===== src/rtl/key_pkg.sv =====
// ---------------------------------------------------------------------------
// key_pkg
// Shared definitions for the two-key debouncer:
//   - state_t : per-key debounce FSM states
//   - DEFAULT_DEBOUNCE_CYCLES / DEFAULT_LONG_CYCLES : 1 ms / 1 s at 50 MHz
//   - max_int : helper used to size the stability counters
// ---------------------------------------------------------------------------
package key_pkg;

  localparam int DEFAULT_DEBOUNCE_CYCLES = 50000;
  localparam int DEFAULT_LONG_CYCLES     = 50000000;

  typedef enum logic [1:0] {
    IDLE         = 2'd0,
    PRESS_WAIT   = 2'd1,
    PRESSED      = 2'd2,
    RELEASE_WAIT = 2'd3
  } state_t;

  function automatic int max_int(input int a, input int b);
    return (a > b) ? a : b;
  endfunction

endpackage


===== src/rtl/key_debounce_if.sv =====
// ---------------------------------------------------------------------------
// key_debounce_if
// Bundles the raw key inputs and all debounced / stopwatch-control outputs.
//   KEY         : raw push-buttons, active-low, asynchronous
//   key_level   : debounced key state, 1 = pressed
//   key_press   : one-cycle pulse per accepted press
//   key_release : one-cycle pulse per accepted release
//   key_long    : one-cycle long-press pulse
//   run_flag    : stopwatch run/stop state, 1 = counting
//   clr_pulse   : one-cycle stopwatch clear request
// Modports:
//   master : the side that owns the buttons and consumes the results
//   slave  : the debouncer itself
// ---------------------------------------------------------------------------
interface key_debounce_if;

  logic [1:0] KEY;
  logic [1:0] key_level;
  logic [1:0] key_press;
  logic [1:0] key_release;
  logic [1:0] key_long;
  logic       run_flag;
  logic       clr_pulse;

  modport master (
    output KEY,
    input  key_level, key_press, key_release, key_long, run_flag, clr_pulse
  );

  modport slave (
    input  KEY,
    output key_level, key_press, key_release, key_long, run_flag, clr_pulse
  );

endinterface


===== src/rtl/key_debounce_ch.sv =====
// ---------------------------------------------------------------------------
// key_debounce_ch
// Debounces a single active-low push-button.
// Ports:
//   clk         : system clock, rising edge
//   rst         : synchronous active-high reset
//   raw_key     : raw button, active-low, asynchronous
//   level       : registered debounced state, 1 = pressed
//   press       : registered one-cycle pulse on accepted press
//   rel         : registered one-cycle pulse on accepted release
//   long_pulse  : registered one-cycle long-press pulse
//   press_early : combinational press decision, one cycle ahead of 'press',
//                 so the parent can register its own reaction in step with it
// Optional feature macro: KEY_LONG_PRESS_EN (long-press detection). When it
// is undefined long_pulse is tied to 0 and no long-press logic exists.
// DEBOUNCE_CYCLES is expected to be at least 2.
// ---------------------------------------------------------------------------
module key_debounce_ch
  import key_pkg::*;
#(
  parameter int DEBOUNCE_CYCLES = DEFAULT_DEBOUNCE_CYCLES,
  parameter int LONG_CYCLES     = DEFAULT_LONG_CYCLES
) (
  input  logic clk,
  input  logic rst,
  input  logic raw_key,
  output logic level,
  output logic press,
  output logic rel,
  output logic long_pulse,
  output logic press_early
);

  // One spare bit on top of the largest count so saturation never aliases
  // onto a compare value.
  localparam int CNT_W = $clog2(max_int(DEBOUNCE_CYCLES, LONG_CYCLES)) + 1;
  localparam logic [CNT_W-1:0] DEB_LAST = CNT_W'(DEBOUNCE_CYCLES - 1);

  logic             sync_a;
  logic             sync_b;
  logic             sampled;
  state_t           state;
  state_t           state_next;
  logic [CNT_W-1:0] cnt;
  logic [CNT_W-1:0] cnt_next;
  logic [CNT_W-1:0] cnt_inc;
  logic             press_d;
  logic             rel_d;
  logic             level_d;

  // Two-flop synchronizer; reset value is the released (high) level.
  always_ff @(posedge clk) begin
    if (rst) begin
      sync_a <= 1'b1;
      sync_b <= 1'b1;
    end else begin
      sync_a <= raw_key;
      sync_b <= sync_a;
    end
  end

  assign sampled = ~sync_b;
  assign cnt_inc = (cnt == '1) ? cnt : cnt + CNT_W'(1);

  // State register; outputs are registered here from the output decode.
  always_ff @(posedge clk) begin
    if (rst) begin
      state <= IDLE;
      cnt   <= '0;
      level <= 1'b0;
      press <= 1'b0;
      rel   <= 1'b0;
    end else begin
      state <= state_next;
      cnt   <= cnt_next;
      level <= level_d;
      press <= press_d;
      rel   <= rel_d;
    end
  end

  // Next-state logic. Counters restart at 0 on every entry to a wait state
  // and a change is accepted once the incremented count reaches DEB_LAST.
  always_comb begin
    state_next = state;
    cnt_next   = cnt;
    case (state)
      IDLE: begin
        if (sampled) begin
          state_next = PRESS_WAIT;
          cnt_next   = '0;
        end
      end
      PRESS_WAIT: begin
        if (!sampled) begin
          state_next = IDLE;
          cnt_next   = '0;
        end else if (cnt_inc >= DEB_LAST) begin
          state_next = PRESSED;
          cnt_next   = '0;
        end else begin
          cnt_next = cnt_inc;
        end
      end
      PRESSED: begin
        if (!sampled) begin
          state_next = RELEASE_WAIT;
          cnt_next   = '0;
        end else begin
`ifdef KEY_LONG_PRESS_EN
          cnt_next = cnt_inc;
`else
          cnt_next = '0;
`endif
        end
      end
      RELEASE_WAIT: begin
        if (sampled) begin
          state_next = PRESSED;
          cnt_next   = '0;
        end else if (cnt_inc >= DEB_LAST) begin
          state_next = IDLE;
          cnt_next   = '0;
        end else begin
          cnt_next = cnt_inc;
        end
      end
      default: begin
        state_next = IDLE;
        cnt_next   = '0;
      end
    endcase
  end

  // Output decode: pulses fire only on a completed debounce, never when a
  // wait state falls back because of a bounce.
  always_comb begin
    press_d = (state == PRESS_WAIT) && (state_next == PRESSED);
    rel_d   = (state == RELEASE_WAIT) && (state_next == IDLE);
    level_d = (state_next == PRESSED) || (state_next == RELEASE_WAIT);
  end

  assign press_early = press_d;

`ifdef KEY_LONG_PRESS_EN
  localparam logic [CNT_W-1:0] LONG_LAST = CNT_W'(LONG_CYCLES - 1);

  logic long_d;
  logic long_done;

  // long_done blocks a second pulse when a release bounce sends the FSM
  // back into PRESSED and restarts the counter within the same press.
  assign long_d = (state == PRESSED) && sampled && !long_done && (cnt_inc == LONG_LAST);

  always_ff @(posedge clk) begin
    if (rst) begin
      long_pulse <= 1'b0;
      long_done  <= 1'b0;
    end else begin
      long_pulse <= long_d;
      if (press_d) begin
        long_done <= 1'b0;
      end else if (long_d) begin
        long_done <= 1'b1;
      end
    end
  end
`else
  assign long_pulse = 1'b0;
`endif

endmodule


===== src/rtl/key_debounce.sv =====
// ---------------------------------------------------------------------------
// key_debounce
// Two-key debouncer driving a stopwatch: KEY[0] toggles run/stop, KEY[1]
// requests a counter clear while the stopwatch is stopped.
// Ports:
//   CLOCK_50 : system clock, rising edge
//   RESET    : synchronous active-high reset
//   bus      : key_debounce_if.slave (KEY in; key_level, key_press,
//              key_release, key_long, run_flag, clr_pulse out)
// Optional feature macro: KEY_LONG_PRESS_EN (key_long pulses after a key has
// been held LONG_CYCLES; otherwise key_long is constant 0).
// ---------------------------------------------------------------------------
module key_debounce
  import key_pkg::*;
#(
  parameter int DEBOUNCE_CYCLES = DEFAULT_DEBOUNCE_CYCLES,
  parameter int LONG_CYCLES     = DEFAULT_LONG_CYCLES
) (
  input  logic          CLOCK_50,
  input  logic          RESET,
  key_debounce_if.slave bus
);

  logic [1:0] level;
  logic [1:0] press;
  logic [1:0] rel;
  logic [1:0] long_pulse;
  logic [1:0] press_early;
  logic       run_flag;
  logic       clr_pulse;

  for (genvar i = 0; i < 2; i++) begin : g_ch
    key_debounce_ch #(
      .DEBOUNCE_CYCLES (DEBOUNCE_CYCLES),
      .LONG_CYCLES     (LONG_CYCLES)
    ) u_ch (
      .clk         (CLOCK_50),
      .rst         (RESET),
      .raw_key     (bus.KEY[i]),
      .level       (level[i]),
      .press       (press[i]),
      .rel         (rel[i]),
      .long_pulse  (long_pulse[i]),
      .press_early (press_early[i])
    );
  end

  // Driven from the early press decision so run_flag and clr_pulse change on
  // the same edge key_press rises. The clear looks at run_flag before the
  // toggle, so a simultaneous start+clear from stopped still clears.
  always_ff @(posedge CLOCK_50) begin
    if (RESET) begin
      run_flag  <= 1'b0;
      clr_pulse <= 1'b0;
    end else begin
      clr_pulse <= press_early[1] & ~run_flag;
      run_flag  <= run_flag ^ press_early[0];
    end
  end

  assign bus.key_level   = level;
  assign bus.key_press   = press;
  assign bus.key_release = rel;
  assign bus.key_long    = long_pulse;
  assign bus.run_flag    = run_flag;
  assign bus.clr_pulse   = clr_pulse;

endmodule


===== src/flat_wrapper.sv =====
// flat-port wrapper written by rule: the top's interface ports become plain ports
module key_debounce_flat import key_pkg::*;
#(
  parameter int DEBOUNCE_CYCLES = DEFAULT_DEBOUNCE_CYCLES,
  parameter int LONG_CYCLES     = DEFAULT_LONG_CYCLES
)
  (CLOCK_50, RESET, bus_KEY, bus_key_level, bus_key_press, bus_key_release, bus_key_long, bus_run_flag, bus_clr_pulse);
  key_debounce_if bus_i ();
  input  logic CLOCK_50;
  input  logic RESET;
  input wire logic [$bits(bus_i.KEY)-1:0] bus_KEY;
  output wire logic [$bits(bus_i.key_level)-1:0] bus_key_level;
  output wire logic [$bits(bus_i.key_press)-1:0] bus_key_press;
  output wire logic [$bits(bus_i.key_release)-1:0] bus_key_release;
  output wire logic [$bits(bus_i.key_long)-1:0] bus_key_long;
  output wire logic [$bits(bus_i.run_flag)-1:0] bus_run_flag;
  output wire logic [$bits(bus_i.clr_pulse)-1:0] bus_clr_pulse;
  assign bus_i.KEY = bus_KEY;
  assign bus_key_level = bus_i.key_level;
  assign bus_key_press = bus_i.key_press;
  assign bus_key_release = bus_i.key_release;
  assign bus_key_long = bus_i.key_long;
  assign bus_run_flag = bus_i.run_flag;
  assign bus_clr_pulse = bus_i.clr_pulse;
  key_debounce #(.DEBOUNCE_CYCLES(DEBOUNCE_CYCLES), .LONG_CYCLES(LONG_CYCLES)) u_core (.CLOCK_50(CLOCK_50), .RESET(RESET), .bus(bus_i));
endmodule

===== config.mk =====
export PLATFORM = sky130hd
export DESIGN_NAME = key_debounce_flat
export DESIGN_NICKNAME = d
export VERILOG_FILES = /design/src/rtl/key_pkg.sv /design/src/rtl/key_debounce_if.sv /design/src/rtl/key_debounce_ch.sv /design/src/rtl/key_debounce.sv /design/src/flat_wrapper.sv
export SDC_FILE = /design/constraint.sdc
export NUM_CORES = 1
export LEC_CHECK = 0
export ABC_AREA = 1
export CAP_MARGIN = 25
export CORE_ASPECT_RATIO = 0.9
export CORE_UTILIZATION = 60
export CTS_CLUSTER_DIAMETER = 80
export DETAILED_ROUTE_END_ITERATION = 10
export DONT_BUFFER_PORTS = 1
export GPL_ROUTABILITY_DRIVEN = 0
export PLACE_DENSITY = 0.78
export SLEW_MARGIN = 20
export SYNTH_ARGS = -nofsm -noshare
export SYNTH_HDL_FRONTEND = slang
export SYNTH_SLANG_ARGS = --single-unit

===== constraint.sdc =====
create_clock -name CLOCK_50 -period 5.6 [get_ports CLOCK_50]
set_input_delay 0.56 -clock CLOCK_50 [delete_from_list [all_inputs] [get_ports CLOCK_50]]
set_output_delay 0.56 -clock CLOCK_50 [all_outputs]
set_load 0.005 [all_outputs]

==> results by group, run 1 <==
Outcome
  • Status: finished clean

Drt
  • Final WL: 11640 um
  • Antenna-violating nets left: 0
  • Drt first pass iters: 5
  • Vias/cell: 5.599
  • Total number of vias: 4871
  • DR DRC count: 0
  • Starting DRC count in detailed routing: 454
  • Avg WL per Cell: 13.38 um

Critical path
  • Critical Path RT: 5.91 ns
  • Cell depth of the worst flop-to-flop path: 16
  • CP endpoint kind: flip-flop
  • Worst Path Arrival: 3.46 ns
  • CP Class: flip-flop to flip-flop
  • CP Launch Type: flip-flop
  • CP Max Fanout: 24

Power
  • Switching pwr: 0.0002414 W
  • Logic pwr share: 1.5%
  • PwrDens: 206.4 mW/mm2
  • Switching part of the total power: 24.08%
  • Pleak: 1.878 nW
  • Clock group share of total power: 48.6%
  • Power share of the sequential group: 49.9%
  • Pint: 0.0007609 W
  • Maximum vdd drop: 0.1296 mV

Hold path
  • HP Class: input port to flip-flop
  • Hold Crit Depth: 1

Logic synthesis
  • Sequential share of the synthesized area: 30.12%
  • Synth Instances: 783
  • Yosys cell types: 33
  • Netlist Area Pre-Place: 0.004653 mm2
  • Avg Inst Size Synth: 5.943 um2
  • FF+latch count, synth: 70
  • Total of warnings raised by yosys: 0

CTS
  • H-tree Lvls: 3
  • Clk sink count: 70
  • Postcts setup bufs: 0
  • Clk Latency, worst-skew pair: 0.36 ns
  • TritonCTS Buffers: 9
  • CTS-repair resized insts: 0
  • CTS tree: done
  • CTS Hold Bufs: 0
  • Max Root-Sink Buffers: 2
  • Clock Tree Root: clkbuf_8
  • Worst-path clk slew: 0.09 ns

Cells and area
  • Most frequent cells in the layout: 255 x nand2_1, 118 x nor2_1, 88 x nand3_1
  • Share of layout cells above drive strength 1: 5.814%
  • Final Cell Area: 0.004856 mm2
  • Non-filler instance count after layout: 870
  • Nets: 775
  • Number of antenna repair diodes: 0
  • Layout area overhead: 4.356%
  • Most common cell after layout, fill and taps aside: nand2_1
  • Post-layout util: 64.68%

Global route
  • Vias in the first global route: 4115
  • Antenna violations before repair: 0
  • Largest net degree at the start of global routing: 63
  • GRT Total Usage: 30.06%
  • Wire length of the first global-routing pass: 19220 um
  • Grt total ovfl: 0

Floorplanning
  • Chip width: 94.83 um
  • IO Pins: 14
  • Die area: 0.008112 mm2
  • Starting Density: 61.98%
  • Placeable core area: 0.007507 mm2
  • Die Height: 85.55 um
  • Site Rows: 30

STA
  • Final setup fails: 0
  • Setup TNS: 0 ns
  • Max-slew violation count: 0
  • Hold Vio Cnt, Final: 0
  • Final period util: 56.36%
  • Crit path time final: 3.156 ns
  • Clock skew: 0.009874 ns
  • Slew at the pin closest to its max-slew limit: 0.6215 ns
  • FMAX: 316.9 MHz
  • Relative slew slack: 58.52%
  • RSZ-0062 raised after global routing: no

Placed design
  • Post-DP HPWL: 8552 um
  • Placed Instance Area: 0.004629 mm2
  • Port Buffers: 0
  • Inst Count DP: 854

Job
  • Max-cap violations: 0
==> path summary, 6_finish.rpt <==
check	to	startpoint	slack [ns]
max	u_core.g_ch[1].u_ch.level	u_core.g_ch[1].u_ch.cnt[0]	2.44
max reg2reg	u_core.g_ch[1].u_ch.level	u_core.g_ch[1].u_ch.cnt[0]	2.44
min reg2reg	u_core.g_ch[0].u_ch.sync_b	u_core.g_ch[0].u_ch.sync_a	0.42
min	u_core.g_ch[1].u_ch.cnt[14]	RESET	0.26
==> Yosys cell counts <==
master      n  area share, %
nand2_1   255             21
nor2_1    118            9.5
nand3_1    88            9.5
dfxtp_1    70             30
inv_1      65            5.2
a21oi_1    43            4.6
nor3_1     33            3.5
clkbuf_1   11           0.89
nand4_1    10            1.3
xnor2_1     9            1.7
xor2_1      9            1.7
buf_4       8            1.3
o21ai_0     6           0.65
or2_2       6           0.81
buf_2       5           0.54
nand2_2     5           0.67
nor2_4      5            1.2
o21ai_1     5           0.54
nand3b_1    4           0.65
nor2_2      4           0.54
buf_6       3           0.73
clkinv_1    3           0.24
o21bai_1    3           0.48
and2_1      2           0.27
ha_1        2           0.54
nand2_4     2           0.48
nand3_2     2           0.43
nor3b_1     2           0.32
a21oi_2     1           0.19
a31oi_1     1           0.13
conb_1      1          0.081
inv_2       1          0.081
nor2_8      1           0.43
==> metal layers <==
layer  up-vias  share of wire [%]  global-route usage (%)
li1       2467                  -                       -
met1      2177                 48                   45.27
met2       198                 41                   43.49
met3        29                9.1                   5.940
met4         0                1.9                   7.438
met5         -                  0                       0
==> power by group through the flow <==
stage	clock network, W	registers (W)	logic [W]
2_1_floorplan	0	0.000512	0.0000179
3_3_place_gp	0	0.000512	0.0000145
3_5_place_dp	0	0.000512	0.0000147
4_1_cts	0.000493	0.000501	0.0000148
5_1_grt	0.000509	0.000501	0.0000167
6_report	0.000487	0.000500	0.0000151
==> sequential cells by signal (all words and copies together), names as in the netlist <==
register                 count
u_core.g_ch.u_ch.level       2
u_core.g_ch.u_ch.press       2
u_core.bus.run_flag          1
u_core.g_ch.u_ch.sync_a      2
u_core.g_ch.u_ch.cnt        54
u_core.bus.clr_pulse         1
u_core.g_ch.u_ch.rel         2
u_core.g_ch.u_ch.sync_b      2
u_core.g_ch.u_ch.state       4
==> per-stage QoR <==
step	setup slack (ns)	hold WS [ns]	total power (W)
final	2.444	0.2616	0.001002
after global routing	2.152	0.2418	0.001027
after CTS	2.509	0.2507	0.001008
after detailed placement	2.524	0.4027	0.0005269
after global placement	2.754	0.4007	0.0005266
after floorplan	3.289	0.3895	0.0005297
==> critical path, stage by stage (launching register included) <==
cell	delay (ns)
dfxtp_1	0.37
ha_1	0.28
inv_1	0.14
nor2_4	0.08
nand2_2	0.10
nor2_4	0.06
nand2_2	0.32
inv_1	0.22
nor2_1	0.26
nand3_1	0.11
nand2_1	0.08
o21ai_1	0.06
nor2_2	0.49
nand2_1	0.22
nand2_1	0.14
nand3_1	0.09
nand2_1	0.07
==> layout make-up <==
class                      instances  area [um2]
clock buffer                       9       123.9
clock inverter                     7       102.6
fill                             728        2651
inverter                          69       259.0
multi-input combinational        618        2841
sequential                        70        1401
tap                               96       120.1
timing repair buffer               1       7.507
==> cells by family after synthesis <==
kind of cell | Yosys count | share of synthesized area, %
compound gates | 59 | 6.615
xor+xnor | 18 | 3.388
fa+ha+maj | 2 | 0.5377
buf+inv | 96 | 9.008
flops | 70 | 30.12
other cells | 1 | 0.08059
simple gates | 537 | 50.26
(Power assumes the default switching activity.)
==> run 2: changes to the inputs <==
==> constraint.sdc (replaced) <==
create_clock -name CLOCK_50 -period 3.08 [get_ports CLOCK_50]
set_input_delay 0.308 -clock CLOCK_50 [delete_from_list [all_inputs] [get_ports CLOCK_50]]
set_output_delay 0.308 -clock CLOCK_50 [all_outputs]
set_load 0.005 [all_outputs]
==> run 2 against run 1 <==
- sequential power is 82% higher
- clock power rose by 97%
- non-clock buffer count grew 4
- worst setup slack got worse by 2.1 ns
- critical path type unchanged
==> results by group, run 2 (synthesis gave the netlist of run 1 again) <==
CTS
  • CTS tree: done
  • Clock Tree Root: clkbuf_8
  • Clk Latency, worst-skew pair: 0.36 ns (about the same)
  • Max Root-Sink Buffers: 2 (unchanged)
  • TritonCTS Buffers: 9 (unchanged)
  • H-tree Lvls: 3 (unchanged)
  • Worst-path clk slew: 0.09 ns (about the same)
  • Clk sink count: 70 (unchanged)
  • Postcts setup bufs: 0 (unchanged)

Critical path
  • RR Startpoint: u_core.g_ch[0].u_ch.cnt[0]
  • Worst Path Arrival: 3.06 ns (-0.40 ns)
  • Slowest cell on the critical path: nor2_2
  • CP Max Fanout: 16 (-33%)
  • R2R Path End: u_core.g_ch[0].u_ch.cnt[9]
  • Worst-path cell chain: ha_1 > nand3_1 > nor2_2 > nand2_1 > nand2_1 > nand2_1 > nand3_1 > nor2_1 > nand3_1 > nand2_1 > nand3_2 > nand2_4 > nor2_8 > nand2_1 > a21oi_1
  • Cell depth of the worst flop-to-flop path: 15 (-1)
  • Most common cell on crit path: nand2_1
  • CP Launch Type: flip-flop
  • Critical Path RT: 3.37 ns (-2.54 ns)
  • Largest stage delay on the critical path: 0.41 ns (-0.08 ns)
  • CP endpoint kind: flip-flop
  • CP Class: flip-flop to flip-flop
  • Flop2flop setup slack: 0.31 ns (-2.13 ns)

STA
  • Max-slew violation count: 0 (unchanged)
  • Clock skew: 0.01158 ns (+0.001703 ns)
  • Slew at the pin closest to its max-slew limit: 0.8230 ns (+0.2015 ns)
  • Final period util: 89.85% (+33 points)
  • RSZ-0062 raised after global routing: no
  • Hold Worst Slack: 0.01304 ns (-0.2486 ns)
  • Crit path time final: 2.767 ns (-0.3886 ns)
  • Final setup fails: 0 (unchanged)
  • Setup TNS: 0 ns (unchanged)
  • Relative slew slack: 44.84% (-14 points)
  • Hold Vio Cnt, Final: 0 (unchanged)
  • FMAX: 361.3 MHz (+14%)
  • Final worst slack: 0.3126 ns (-2.131 ns)

Cells and area
  • Largest regs: u_core.g_ch.u_ch.cnt x54, u_core.g_ch.u_ch.state x4
  • Most frequent cells in the layout: 255 x nand2_1, 118 x nor2_1, 88 x nand3_1
  • Most common cell after layout, fill and taps aside: nand2_1
  • Share of layout cells above drive strength 1: 6.427% (+0.61 points)
  • Nets: 779 (+0.52%)
  • Number of antenna repair diodes: 0 (unchanged)
  • Layout area overhead: 5.781%
  • Post-layout util: 65.57% (+0.88 points)
  • Max reg flops: 54 (unchanged)
  • Largest register by flop count: u_core.g_ch.u_ch.cnt
  • Final Cell Area: 0.004922 mm2 (+1.4%)

Power
  • Switching part of the total power: 22.77% (-1.3 points)
  • Logic pwr share: 1.6% (about the same)
  • Maximum vdd drop: 0.2545 mV (+96%)
  • Clock group share of total power: 50.5% (+1.9 points)
  • Pint: 0.001467 W (+93%)
  • Power share of the sequential group: 47.9% (-2.0 points)
  • Switching pwr: 0.0004324 W (+79%)
  • PwrDens: 385.8 mW/mm2 (+87%)
  • Pleak: 1.905 nW (+1.4%)

Global route
  • Grt total ovfl: 0 (unchanged)
  • GRT Total Usage: 30.01% (-0.050 points)
  • Vias in the first global route: 4138 (+0.56%)
  • Wire length of the first global-routing pass: 19190 um (-0.15%)
  • Antenna violations before repair: 0 (unchanged)
  • Largest net degree at the start of global routing: 63 (unchanged)

Drt
  • Starting DRC count in detailed routing: 402 (-11%)
  • Total number of vias: 4911 (+0.82%)
  • Vias/cell: 5.619 (+0.36%)
  • Antenna-violating nets left: 0 (unchanged)
  • Avg WL per Cell: 13.80 um (+3.1%)
  • DR DRC count: 0 (unchanged)
  • Final WL: 12060 um (+3.6%)
  • Drt first pass iters: 7 (+2)

Job
  • Max-cap violations: 0 (unchanged)

Floorplanning
  • Site Rows: 30 (unchanged)
  • Chip width: 94.83 um (unchanged)
  • Placeable core area: 0.007507 mm2 (unchanged)
  • Die area: 0.008112 mm2 (unchanged)
  • IO Pins: 14 (unchanged)
  • Starting Density: 61.98% (unchanged)
  • Die Height: 85.55 um (unchanged)

Hold path
  • Hold Startpoint: RESET
  • HP Class: input port to flip-flop
  • Hold Path Sink: u_core.g_ch[1].u_ch.cnt[15]
  • Hold Crit Depth: 1 (unchanged)

Placed design
  • Port Buffers: 0 (unchanged)
  • Placed Instance Area: 0.004652 mm2 (+0.49%)
  • Pre-CTS worst setup slack: 0.2234 ns (-2.300 ns)
  • Post-DP HPWL: 8714 um (+1.9%)

Outcome
  • Status: finished clean
-- run 2: cell count changes in the layout (fill, tap and decap cells not counted), sizes merged --
cell | before | now
buf | 1 | 4
bufinv | 2 | 3
inv | 70 | 69
dlygate4sd3 | 0 | 1
-- run 2: cell type report --
cell class                 count  area (um2)
tap                           96       120.1
timing repair buffer           5       40.04
clock inverter                 7       127.6
sequential                    70        1403
multi-input combinational    618        2849
clock buffer                   9       123.9
inverter                      69       259.0
fill                         718        2585
-- run 2: how the worst max path moves through the flow --
stage	start	to	slack, ns	depth (start not counted)
final	u_core.g_ch[0].u_ch.cnt[0]	u_core.g_ch[0].u_ch.cnt[9]	0.31	15
after global routing	u_core.g_ch[1].u_ch.cnt[1]	u_core.g_ch[1].u_ch.state[1]	0.07	17
after CTS	u_core.g_ch[1].u_ch.cnt[0]	u_core.g_ch[1].u_ch.state[1]	0.21	16
after detailed placement	u_core.g_ch[1].u_ch.cnt[0]	u_core.g_ch[1].u_ch.state[1]	0.22	16
after global placement	u_core.g_ch[1].u_ch.cnt[0]	u_core.g_ch[1].u_ch.level	0.41	16
after floorplan	u_core.g_ch[1].u_ch.cnt[0]	u_core.g_ch[1].u_ch.cnt[14]	0.77	16
-- run 2: worst max-delay path: cells and delay by family (launching register included) --
family | cells | cell delay [ns]
AO/OA/AOI/OAI | 1 | 0.14
adder cells (fa/ha/maj) | 1 | 0.31
AND/OR/NAND/NOR | 13 | 1.86
flip-flops | 1 | 0.40
-- run 2: repair_timing --
action                                  in CTS  in global routing
endpoints found under the setup margin       0                  8
resized for setup                            0                  3
hold endpoints to repair                     0                  1
hold buffers                                 0                  1
-- run 2: layer usage --
metal | part of all wire (%) | vias to the layer above | global-route usage (%)
met3 | 8.4 | 23 | 5.053
met2 | 42 | 223 | 43.49
met5 | 0 | - | 0
met1 | 48 | 2195 | 44.80
li1 | - | 2470 | -
met4 | 1.6 | 0 | 9.642
-- run 2: stage by stage --
stage                      power, W  cells
after global placement    0.0009587    857
after CTS                  0.001903    873
after detailed placement  0.0009597    857
after global routing       0.001955    874
after floorplan           0.0009630    784
final                      0.001899    874
-- run 2: power by group through the flow --
stage | logic, W | clock network (W) | registers, W
2_1_floorplan | 0.0000325 | 0 | 0.000931
3_3_place_gp | 0.0000277 | 0 | 0.000931
3_5_place_dp | 0.0000284 | 0 | 0.000931
4_1_cts | 0.0000285 | 0.000965 | 0.000910
5_1_grt | 0.0000332 | 0.00101 | 0.000911
6_report | 0.0000305 | 0.000959 | 0.000910
==> run 3: changes to the inputs <==
--- a/config.mk
+++ b/config.mk
@@ -8,6 +8,7 @@
 export ABC_AREA = 1
 export CAP_MARGIN = 25
 export CORE_ASPECT_RATIO = 0.9
+export CORE_MARGIN = 4
 export CORE_UTILIZATION = 60
 export CTS_CLUSTER_DIAMETER = 80
 export DETAILED_ROUTE_END_ITERATION = 10
==> constraint.sdc (replaced) <==
create_clock -name CLOCK_50 -period 3.4 [get_ports CLOCK_50]
set_input_delay 0.34 -clock CLOCK_50 [delete_from_list [all_inputs] [get_ports CLOCK_50]]
set_output_delay 0.34 -clock CLOCK_50 [all_outputs]
set_load 0.005 [all_outputs]
==> run 3 against run 2 <==
- critical path depth increased by 3
- global-route usage decreased by 4.4 points
- first-iteration DRC count increased by 42%
- routed wire length decreased by 4.6%
- utilization decreased by 0.94 points
- largest cell class unchanged
- hold slack improved by 0.042 ns
- clock skew decreased by 0.0033 ns
- sequential share of layout area increased by 0.24 points
==> results by group, run 3 (synthesis gave the netlist of run 1 again) <==
Critical path
  • Cell depth of the worst flop-to-flop path: 18 (+3)
  • Flop2flop setup slack: 0.48 ns (+0.16 ns)
  • Worst Path Arrival: 3.17 ns (+0.11 ns)
  • Most common cell on crit path: nand2_1
  • CP Max Fanout: 24 (+8)
  • Slowest cell on the critical path: dfxtp_1
  • Worst-path cell chain: ha_1 > inv_1 > nor2_4 > nand2_2 > nor2_4 > nand2_4 > inv_1 > nor2_1 > nand2_1 > nand2_1 > inv_1 > nand2_1 > nand3_1 > nand2_2 > nand2_1 > nand2_1 > nand3_1 > nand2_1
  • CP endpoint kind: flip-flop
  • Critical Path RT: 3.65 ns (+0.28 ns)
  • CP Class: flip-flop to flip-flop
  • CP Launch Type: flip-flop
  • Largest stage delay on the critical path: 0.44 ns (+0.03 ns)
  • R2R Path End: u_core.g_ch[1].u_ch.state[1]
  • RR Startpoint: u_core.g_ch[1].u_ch.cnt[0]

STA
  • Clock skew: 0.008244 ns (-0.003333 ns)
  • Final period util: 85.98% (-3.9 points)
  • Slew at the pin closest to its max-slew limit: 0.7464 ns (-0.07652 ns)
  • Hold Vio Cnt, Final: 0 (unchanged)
  • Setup TNS: 0 ns (unchanged)
  • Max-slew violation count: 0 (unchanged)
  • RSZ-0062 raised after global routing: no
  • Final setup fails: 0 (unchanged)
  • FMAX: 342.1 MHz (-5.3%)
  • Hold Worst Slack: 0.05484 ns (+0.04180 ns)
  • Relative slew slack: 49.97% (+5.1 points)
  • Crit path time final: 2.923 ns (+0.1560 ns)

Cells and area
  • Max reg flops: 54 (unchanged)
  • Most frequent cells in the layout: 255 x nand2_1, 118 x nor2_1, 88 x nand3_1
  • Nets: 777 (-0.26%)
  • Largest regs: u_core.g_ch.u_ch.cnt x54, u_core.g_ch.u_ch.state x4
  • Non-filler instance count after layout: 872 (-0.23%)
  • Largest register by flop count: u_core.g_ch.u_ch.cnt
  • Number of antenna repair diodes: 0 (unchanged)
  • Most common cell after layout, fill and taps aside: nand2_1
  • Share of layout cells above drive strength 1: 6.057% (-0.37 points)
  • Layout area overhead: 4.786%
  • Final Cell Area: 0.004876 mm2 (-0.94%)

Global route
  • GRT Total Usage: 25.64% (-4.4 points)
  • Grt total ovfl: 0 (unchanged)
  • Antenna violations before repair: 0 (unchanged)
  • Largest net degree at the start of global routing: 63 (unchanged)
  • Wire length of the first global-routing pass: 19290 um (+0.51%)
  • Vias in the first global route: 4099 (-0.94%)

CTS
  • H-tree Lvls: 3 (unchanged)
  • CTS Hold Bufs: 0 (unchanged)
  • Worst-path clk slew: 0.09 ns (about the same)
  • Clock Tree Root: clkbuf_8
  • Clk sink count: 70 (unchanged)
  • CTS tree: done
  • CTS-repair resized insts: 0 (unchanged)
  • TritonCTS Buffers: 9 (unchanged)
  • Postcts setup bufs: 0 (unchanged)
  • Max Root-Sink Buffers: 2 (unchanged)
  • Clk Latency, worst-skew pair: 0.35 ns (about the same)

Power
  • Power, Total: 0.001631 W (-14%)
  • Maximum vdd drop: 0.2237 mV (-12%)
  • PwrDens: 334.5 mW/mm2 (-13%)
  • Pleak: 1.897 nW (-0.41%)

Drt
  • Final WL: 11510 um (-4.6%)
  • DR DRC count: 0 (unchanged)
  • Avg WL per Cell: 13.20 um (-4.3%)
  • Drt first pass iters: 5 (-2)
  • Vias/cell: 5.528 (-1.6%)
  • Total number of vias: 4820 (-1.9%)
  • Antenna-violating nets left: 0 (unchanged)
  • Starting DRC count in detailed routing: 571 (+42%)

Placed design
  • Placed Instance Area: 0.004644 mm2 (-0.16%)
  • Port Buffers: 0 (unchanged)
  • Post-DP HPWL: 8656 um (-0.66%)
  • Inst Count DP: 856 (-0.12%)

Hold path
  • Hold Startpoint: RESET
  • Hold Path Sink: u_core.g_ch[0].u_ch.press
  • Hold Crit Depth: 1 (unchanged)
  • HP Class: input port to flip-flop

Floorplanning
  • IO Pins: 14 (unchanged)
  • Die Height: 91.55 um (+7.0%)
  • Placeable core area: 0.007545 mm2 (+0.50%)
  • Chip width: 100.8 um (+6.3%)
  • Site Rows: 30 (unchanged)
  • Starting Density: 61.67% (-0.31 points)
  • Die area: 0.009230 mm2 (+14%)

Outcome
  • Status: finished clean

Job
  • Max-cap violations: 0 (unchanged)
==> run 3: cell types whose count changed in the layout (fill, tap and decap cells not counted), sizes merged <==
| cell | change |
|---|---|
| clkinvlp | +1 |
| buf | -1 |
| bufinv | -1 |
| dlygate4sd3 | -1 |
==> run 3: layout make-up <==
class	instances	area, um2
multi-input cells	618	2846
fillers	718	2669
flip-flops and latches	70	1401
inverters	69	259.0
clock buffers	9	123.9
well taps	96	120.1
clock inverters	7	102.6
repair buffers	3	22.52
==> run 3: power by group <==
part	switching, W	internal [W]	leakage [nW]
registers	0.00000235	0.000822	0.565
logic	0.0000184	0.00000705	1.22
clock network	0.000359	0.000422	0.111
==> run 3: metal layers <==
metal | track usage, % | routed length [um] | vias to the layer above | share of wire [%]
li1 | - | - | 2457 | -
met1 | 39.21 | 5583 | 2126 | 49
met2 | 35.58 | 4695 | 219 | 41
met3 | 4.992 | 1071 | 18 | 9.3
met4 | 7.856 | 160 | 0 | 1.4
met5 | 0 | 0 | - | 0
==> run 3: worst max-delay path by stage <==
stage	endpoint	slack, ns	start
final	u_core.g_ch[1].u_ch.state[1]	0.48	u_core.g_ch[1].u_ch.cnt[0]
after global routing	u_core.g_ch[1].u_ch.level	0.12	u_core.g_ch[1].u_ch.cnt[0]
after CTS	u_core.g_ch[1].u_ch.state[1]	0.40	u_core.g_ch[1].u_ch.cnt[0]
after detailed placement	u_core.g_ch[1].u_ch.state[1]	0.41	u_core.g_ch[1].u_ch.cnt[0]
after global placement	u_core.g_ch[1].u_ch.level	0.58	u_core.g_ch[1].u_ch.cnt[0]
after floorplan	u_core.g_ch[1].u_ch.cnt[14]	1.09	u_core.g_ch[1].u_ch.cnt[0]
==> run 3: critical path, delay by kind of cell (launching register included) <==
family                   cells  cell delay, ns
adder cells (fa/ha/maj)      1            0.30
buffers and inverters        3            0.39
flip-flops                   1            0.44
AND/OR/NAND/NOR             14            1.70
==> run 3: stage by stage <==
step           setup slack [ns]  utilization (%)
3_3_place_gp             0.5780            61.56
2_1_floorplan             1.089                -
6_report                 0.4766            64.63
4_1_cts                  0.4033            64.56
5_1_grt                  0.1157            64.63
3_5_place_dp             0.4063            61.56
